$ cat config.mk
export PLATFORM = sky130hd
export DESIGN_NAME = stream_mux_n_1
export DESIGN_NICKNAME = d
export VERILOG_FILES = /design/src/rtl/stream_mux_n_1.sv
export SDC_FILE = /design/constraint.sdc
export NUM_CORES = 1
export LEC_CHECK = 0
export ABC_AREA = 1
export CAP_MARGIN = 20
export CELL_PAD_IN_SITES_DETAIL_PLACEMENT = 0
export CELL_PAD_IN_SITES_GLOBAL_PLACEMENT = 1
export CORE_AREA = 2 2 68 70
export CTS_BUF_LIST = sky130_fd_sc_hd__clkbuf_4
export DETAILED_ROUTE_END_ITERATION = 8
export DIE_AREA = 0 0 70 72
export GPL_TIMING_DRIVEN = 0
export PLACE_DENSITY = 0.77
export SLEW_MARGIN = 20
export SYNTH_ARGS = -nofsm -noshare
export SYNTH_HDL_FRONTEND = slang
export SYNTH_SLANG_ARGS = --single-unit
$ cat constraint.sdc
create_clock -name clk -period 2.5 [get_ports clk]
set_clock_uncertainty 0.1 [all_clocks]
set_input_delay 0.5 -clock clk [delete_from_list [all_inputs] [get_ports clk]]
set_output_delay 0.5 -clock clk [all_outputs]
set_load 0.01 [all_outputs]
$ cat src/rtl/stream_mux_n_1.sv
// N-to-1 valid/ready stream mux with a registered output, round-robin or manual selection.
// Build option: define STREAM_MUX_FIXED_PRIO_EN to make mode=0 a fixed lowest-index-wins priority.
module stream_mux_n_1 #(
    parameter  int N     = 4,
    parameter  int WIDTH = 8,
    localparam int SELW  = $clog2(N)
) (
    input  logic                 clk,
    input  logic                 rst,
    input  logic [N-1:0]         in_valid,
    input  logic [N*WIDTH-1:0]   in_data,
    output logic [N-1:0]         in_ready,
    input  logic                 mode,
    input  logic [SELW-1:0]      sel,
    output logic                 out_valid,
    output logic [WIDTH-1:0]     out_data,
    output logic [SELW-1:0]      out_sel,
    input  logic                 out_ready
);

    logic             load;
    logic             found;
    logic             xfer;
    logic [SELW-1:0]  grant;
    logic [WIDTH-1:0] grant_data;

`ifndef STREAM_MUX_FIXED_PRIO_EN
    logic [SELW-1:0]  last;
`endif

    always_comb begin
        found = 1'b0;
        grant = '0;
        if (mode) begin
            // sel values at or above N match no channel, so nothing is granted
            for (int i = 0; i < N; i++) begin
                if (int'(sel) == i && in_valid[i]) begin
                    found = 1'b1;
                    grant = SELW'(i);
                end
            end
        end else begin
`ifdef STREAM_MUX_FIXED_PRIO_EN
            for (int i = N - 1; i >= 0; i--) begin
                if (in_valid[i]) begin
                    found = 1'b1;
                    grant = SELW'(i);
                end
            end
`else
            // Walk farthest-first so the channel nearest after last is written last and wins
            for (int k = N; k >= 1; k--) begin
                for (int i = 0; i < N; i++) begin
                    if ((int'(last) + k) % N == i && in_valid[i]) begin
                        found = 1'b1;
                        grant = SELW'(i);
                    end
                end
            end
`endif
        end
    end

    always_comb begin
        grant_data = '0;
        for (int i = 0; i < N; i++) begin
            if (grant == SELW'(i)) grant_data = in_data[i*WIDTH +: WIDTH];
        end
    end

    assign load = !out_valid || out_ready;
    assign xfer = load && found && !rst;

    always_comb begin
        in_ready = '0;
        for (int i = 0; i < N; i++) begin
            in_ready[i] = xfer && (grant == SELW'(i));
        end
    end

    always_ff @(posedge clk) begin
        if (rst) begin
            out_valid <= 1'b0;
            out_data  <= '0;
            out_sel   <= '0;
`ifndef STREAM_MUX_FIXED_PRIO_EN
            last      <= SELW'(N - 1);
`endif
        end else if (load) begin
            if (xfer) begin
                out_valid <= 1'b1;
                out_data  <= grant_data;
                out_sel   <= grant;
`ifndef STREAM_MUX_FIXED_PRIO_EN
                if (!mode) last <= grant;
`endif
            end else begin
                out_valid <= 1'b0;
            end
        end
    end

endmodule

### After elaboration in Yosys (flattened, before gate mapping)

Index checks and enable logic that the tools add are counted.

* output and inout port bits: 15
* word-level logic and storage cells: 117
* register bits after elaboration: 13

* reductions and logical operators: 41
* $add $sub $neg: 4
* eq/ne operators: 18
* bitwise operators: 5
* mux-type cells: 45

Operators by type and width (number)
* 32-bit zero test: 4
* 2-bit two-way mux: 17
* 8-bit two-way mux: 4
* 1-bit logical AND: 26
* 3-bit equality test (second input constant): 8
* 1-bit two-way mux: 24
* 3-bit by 2-bit equality test with 1-bit output (second input constant): 4
* 2-bit equality test (second input constant): 4
* 2-bit OR reduction: 4
* 2-bit by 1-bit adder with 2-bit output (second input constant): 2
* 2-bit adder (second input constant): 2
* 1-bit AND (first input constant): 4
* 2-bit by 1-bit equality test with 1-bit output (second input constant): 2
* 2-bit zero test: 2
* 3-bit AND reduction: 1
* 1-bit zero test: 2
* 2-bit AND reduction: 1
* 1-bit logical OR: 1
* 1-bit inverter: 1

### Logic depth before layout (Yosys ltp)

* depth after elaboration: 26
* mapped depth: 23

### Worst setup path before layout

Ideal clock, no wire load.

* kind: input-to-output
* from: input port sel[0]
* to: output port in_ready[2]
* buffers on the path: 1
* stages: 8
* data arrival time: 1.775 ns
* path slack: 0.125 ns
* path through: nand3_1 and2_1 nand3_1 inv_2 nor4_4 buf_2 nand2_1 nor2_1

* cells in the longest elaborated chain, start to end: 10

RTL lines
* start, declared: RTL line 14 `input logic [SELW-1:0] sel,`
* 2-bit zero test: RTL line 37 `if (int'(sel) == i && in_valid[i]) begin`
* 1-bit logical AND: RTL line 37
* 1-bit two-way mux (4 in a row): RTL line 37
* 1-bit two-way mux: RTL line 34 `if (mode) begin`
* 1-bit logical AND (2 in a row): RTL line 72 `assign xfer = load && found && !rst;`
* 1-bit logical AND *: RTL line 77 `in_ready[i] = xfer && (grant == SELW'(i));`
* end, declared: RTL line 12 `output logic [N-1:0] in_ready,`

Every way passes the cells marked *; elsewhere a longest branch is shown, timed or not.

### Final worst setup path

* from: register last[0]
* to: output port in_ready[3]

* cells in the longest elaborated chain, start to end: 25

RTL lines
* start, declared: RTL line 28 `logic [SELW-1:0] last;`
* start signal, assigned: RTL line 87 `last <= SELW'(N - 1);`
* start signal, assigned: RTL line 95 `if (!mode) last <= grant;`
* 2-bit by 1-bit adder with 2-bit output: RTL line 54 `if ((int'(last) + k) % N == i && in_valid[i]) begin`
* 2-bit OR reduction (no line)
* 1-bit AND (no line)
* 32-bit zero test: RTL line 54
* 1-bit logical AND: RTL line 54
* 1-bit two-way mux (16 in a row): RTL line 54
* 1-bit two-way mux: RTL line 34
* 1-bit logical AND (2 in a row): RTL line 72
* 1-bit logical AND *: RTL line 77

Marks and branches as above.

==> tab_implementation.tex <==
\begin{tabular}{lr}
\hline
Metric & Value \\
\hline
\multicolumn{2}{l}{\textbf{Clock network}} \\
\quad Clock latency of the later-clocked register in the worst-skew pair & 0.28 ns \\
\quad H-tree depth & 1 \\
\quad Number of buffers added to fix hold violations after cts & 0 \\
\quad Maximum number of buffers from clock root to sink & 2 \\
\quad Num Clock Sinks & 13 \\
\quad CTS tree & yes \\
\quad Worst-path clk slew & 0.09 ns \\
\quad Clk root buf & sky130\_fd\_sc\_hd\_\_clkbuf\_4 \\
\quad Clock buffer count from CTS & 3 \\
\multicolumn{2}{l}{\textbf{Critical path}} \\
\quad Kind of critical path & register to output pin \\
\quad Worst endpoint data arrival time & 2.01 ns \\
\quad Cell with the largest stage delay on the worst path & sky130\_fd\_sc\_hd\_\_dfxtp\_2 \\
\quad Cells traversed along the worst timing path & buf\_8, inv\_4, nand3\_1, nand2\_1, a21oi\_1, nor2\_1, nor2\_1, o211ai\_2, o21ai\_4, clkinv\_4, nand2\_2, nor2\_2, buf\_2 \\
\quad Critical Path Source Type & register \\
\quad Largest fanout of any net on the critical path & 8 \\
\quad Critical path endpoint category & output pin \\
\quad Buf+Inv Stages, Crit Path & 4 \\
\quad Category of cells accounting for the largest share of critical-path delay & simple AND/OR/NAND/NOR gates \\
\quad Data required, critical path & 1.90 ns \\
\quad Maximum single-stage delay on the critical path & 0.33 ns \\
\quad Worst path most repeated cell & sky130\_fd\_sc\_hd\_\_nor2\_1 \\
\multicolumn{2}{l}{\textbf{Logic synthesis}} \\
\quad Gate count after technology mapping & 183 \\
\quad Mapped cell area & 1121 µm² \\
\quad Predominant post-synthesis flop cell & sky130\_fd\_sc\_hd\_\_dfxtp\_1 \\
\quad Share of synthesized registers carrying an async set or reset & 0\% \\
\quad Portion of synthesized cell area occupied by the leading cell type & 23.21\% \\
\quad Largest cells by area after synthesis & sky130\_fd\_sc\_hd\_\_dfxtp\_1 23\%, sky130\_fd\_sc\_hd\_\_nand2\_1 18\%, sky130\_fd\_sc\_hd\_\_nand3\_1 12\%, sky130\_fd\_sc\_hd\_\_nor2\_1 7.0\%, sky130\_fd\_sc\_hd\_\_a21oi\_1 5.8\% \\
\quad Share of the yosys chip area belonging to registers & 23.21\% \\
\quad Number of flops mapped to enable cells by yosys & 0 \\
\quad Yosys synthesis warning count & 0 \\
\quad Synth unique cells & 29 \\
\quad Number of register bits inferred by synthesis & 13 \\
\quad Average cell area after synthesis & 6.126 µm² \\
\quad Net Count, Synth & 225 \\
\quad Library cell occupying the most area in the post-synthesis netlist & sky130\_fd\_sc\_hd\_\_dfxtp\_1 \\
\multicolumn{2}{l}{\textbf{Final layout}} \\
\quad Number of antenna cells inserted & 0 \\
\quad Fraction of final layout cells sized beyond drive strength 1 & 27.86\% \\
\quad Fill cell count & 453 \\
\quad Layout overhead on the synthesized area & 81.14\% \\
\quad Nets & 305 \\
\multicolumn{2}{l}{\textbf{STA}} \\
\quad Final number of max-transition violations & 0 \\
\quad Highest attainable clock frequency & 0.3826 GHz \\
\quad Rel. slew slack & 79.01\% \\
\quad Transition at the pin with the smallest max-transition slack & 0.3137 ns \\
\quad Worst hold margin & 0.3792 ns \\
\quad RSZ-0062 raised after global routing & true \\
\quad Hold violation count in the final report & 0 \\
\quad Clock period minus worst slack & 2.613 ns \\
\quad Crit path setup slack, layout & -0.1134 ns \\
\quad Number of setup violations in the final report & 4 \\
\quad Post-route fraction of the period consumed by the critical path & 104.5\% \\
\multicolumn{2}{l}{\textbf{GRT}} \\
\quad Pin count of the biggest net entering global routing & 11 \\
\quad Global-route wire length before repair & 5.844 mm \\
\quad Number of antenna violations at the first check in global routing & 0 \\
\quad Number of global-route vias before repair & 1323 \\
\quad Aggregate global routing overflow & 0 \\
\quad Aggregate global-route resource usage & 14.34\% \\
\multicolumn{2}{l}{\textbf{Drt}} \\
\quad Number of DRC violations after detailed routing & 0 \\
\quad Detailed-route vias per instance & 4.561 \\
\quad Routed wire length per instance & 11.55 µm \\
\quad Final ANT Viol Nets & 0 \\
\quad Wirelength, routed & 3.627 mm \\
\quad Detailed router's first-iteration violation count & 72 \\
\quad Total number of vias & 1432 \\
\quad Number of optimization iterations in the first detailed-route pass & 4 \\
\multicolumn{2}{l}{\textbf{Status}} \\
\quad Violated checks & negative setup slack \\
\quad Outcome & finished with violations \\
\multicolumn{2}{l}{\textbf{Floorplan}} \\
\quad Die height & 72 µm \\
\quad Top Ports & 57 \\
\quad Core area & 4264 µm² \\
\quad Starting density of the core & 26.29\% \\
\quad Number of placement rows & 24 \\
\quad Total die area & 5040 µm² \\
\quad Die width & 70 µm \\
\multicolumn{2}{l}{\textbf{Placement}} \\
\quad Input/output buffers & 56 \\
\quad Routability congestion estimate from global placement & 0.7910 \\
\quad HPWL Detailed & 2.671 mm \\
\quad Pre-CTS setup slack & -1.333 ns \\
\multicolumn{2}{l}{\textbf{Pwr}} \\
\quad Power density over the cells & 434.0 nW/µm² \\
\quad VDD IR max & 195.4 µV \\
\quad Leakage power summed over all cells & 0.9242 nW \\
\multicolumn{2}{l}{\textbf{Flow run}} \\
\quad Max capacitance violation total & 0 \\
\multicolumn{2}{l}{\textbf{Hold path}} \\
\quad Worst hold path type & register to register \\
\hline
\end{tabular}
## cell type report
| class | count | area (µm²) | share of cell area [%] |
|---|---|---|---|
| Buffer | 2 | 26.28 | 1.294 |
| Clock buffer | 4 | 30.03 | 1.479 |
| Sequential cell | 13 | 265.3 | 13.06 |
| Timing Repair Buffer | 76 | 680.7 | 33.52 |
| Multi-Input combinational cell | 143 | 850.8 | 41.90 |
| Inverter | 24 | 112.6 | 5.545 |
| Tap cell | 52 | 65.06 | 3.204 |
## timing repair
| action | in CTS | in global routing |
|---|---|---|
| hold endpoints to repair | 0 | 0 |
| setup endpoints to repair | 7 | 10 |
| setup buffers | 12 | 9 |
| resized for setup | 42 | 31 |
| pin swaps | 6 | 12 |
## power by group
part / leakage [nW] / internal (mW) / total, mW / switching (mW)
Sequential: 0.108 / 0.238 / 0.260 / 0.0216
Combinational: 0.798 / 0.239 / 0.473 / 0.234
Clock: 0.0184 / 0.0727 / 0.149 / 0.0763
## synthesized netlist by cell type (3+ instances only)
| master | n |
|---|---|
| sky130_fd_sc_hd__nor2_1 | 21 |
| sky130_fd_sc_hd__o21ai_1 | 3 |
| sky130_fd_sc_hd__nor2_4 | 4 |
| sky130_fd_sc_hd__inv_1 | 15 |
| sky130_fd_sc_hd__nand2_1 | 53 |
| sky130_fd_sc_hd__nand3_1 | 26 |
| sky130_fd_sc_hd__dfxtp_1 | 13 |
| sky130_fd_sc_hd__inv_2 | 4 |
| sky130_fd_sc_hd__a21oi_1 | 13 |
| sky130_fd_sc_hd__o21ai_0 | 7 |
## metal layers
layer	GRT usage (%)	vias up	wire, µm
met5	0	-	0
met4	2.564	0	23
met3	4.861	2	205
met2	25.29	40	1810
met1	17.23	636	1587
li1	-	754	-
## flip-flops by register name, summed over array words and instances (netlist names)
register / cells
out_sel: 2
out_data: 8
last: 2
out_valid: 1
## per-stage QoR
| step | area [µm²] | setup TNS, ns | power [mW] | std cells | util, % |
|---|---|---|---|---|---|
| 2_1_floorplan | 1121 | 0 | 0.4777 | 183 | - |
| 3_5_place_dp | 1747 | -8.238 | 0.6574 | 291 | 40.96 |
| 6_report | 2031 | -0.3553 | 0.8813 | 314 | 47.62 |
| 5_1_grt | 2031 | -0.9342 | 0.9486 | 314 | 47.62 |
| 3_3_place_gp | 1747 | -9.015 | 0.6565 | 291 | 40.96 |
| 4_1_cts | 1894 | -0.4824 | 0.8447 | 307 | 44.42 |
## path summary, 6_finish.rpt
path | startpoint | to | slack (ns) | depth (start not counted)
setup / recovery | last[0] | in_ready[3] | -0.11 | 13
hold reg to reg | out_sel[0] | out_sel[0] | 0.38 | 2
setup reg to reg | last[0] | out_data[6] | 0.26 | 16
hold / removal | out_sel[0] | out_sel[0] | 0.38 | 2
## layout by cell type (no fill, tap or decap), types with 2 or more instances in the layout
master                            count
sky130_fd_sc_hd__a21oi_1             13
sky130_fd_sc_hd__buf_2                5
sky130_fd_sc_hd__buf_4               18
sky130_fd_sc_hd__buf_6                4
sky130_fd_sc_hd__clkbuf_2             2
sky130_fd_sc_hd__clkbuf_4             4
sky130_fd_sc_hd__clkdlybuf4s50_1     45
sky130_fd_sc_hd__clkinv_1             2
sky130_fd_sc_hd__dfxtp_1             11
sky130_fd_sc_hd__dlygate4sd2_1        3
sky130_fd_sc_hd__inv_1               14
sky130_fd_sc_hd__inv_2                3
sky130_fd_sc_hd__inv_4                2
sky130_fd_sc_hd__nand2_1             48
sky130_fd_sc_hd__nand2_2              6
sky130_fd_sc_hd__nand2_4              2
sky130_fd_sc_hd__nand3_1             20
sky130_fd_sc_hd__nand3_2              3
sky130_fd_sc_hd__nand3_4              5
sky130_fd_sc_hd__nand4_1              2
sky130_fd_sc_hd__nor2_1              18
sky130_fd_sc_hd__nor2_2               2
sky130_fd_sc_hd__nor2_4               5
sky130_fd_sc_hd__nor4_4               2
sky130_fd_sc_hd__o21ai_0              7
sky130_fd_sc_hd__o21ai_1              3
## cells by family after synthesis
| logic type | count (synthesis) | share of synthesized area (%) |
|---|---|---|
| AO/OA/AOI/OAI | 26 | 12.83 |
| buffers and inverters | 27 | 11.38 |
| flip-flops | 13 | 23.21 |
| AND/OR/NAND/NOR | 117 | 52.57 |
## worst min-delay path: cells and delay by family (launching register included)
| family | cells | cell delay [ns] |
|---|---|---|
| AO/OA/AOI/OAI | 1 | 0.06 |
| AND/OR/NAND/NOR | 1 | 0.06 |
| flip-flops | 1 | 0.32 |
(Power assumes the default switching activity.)
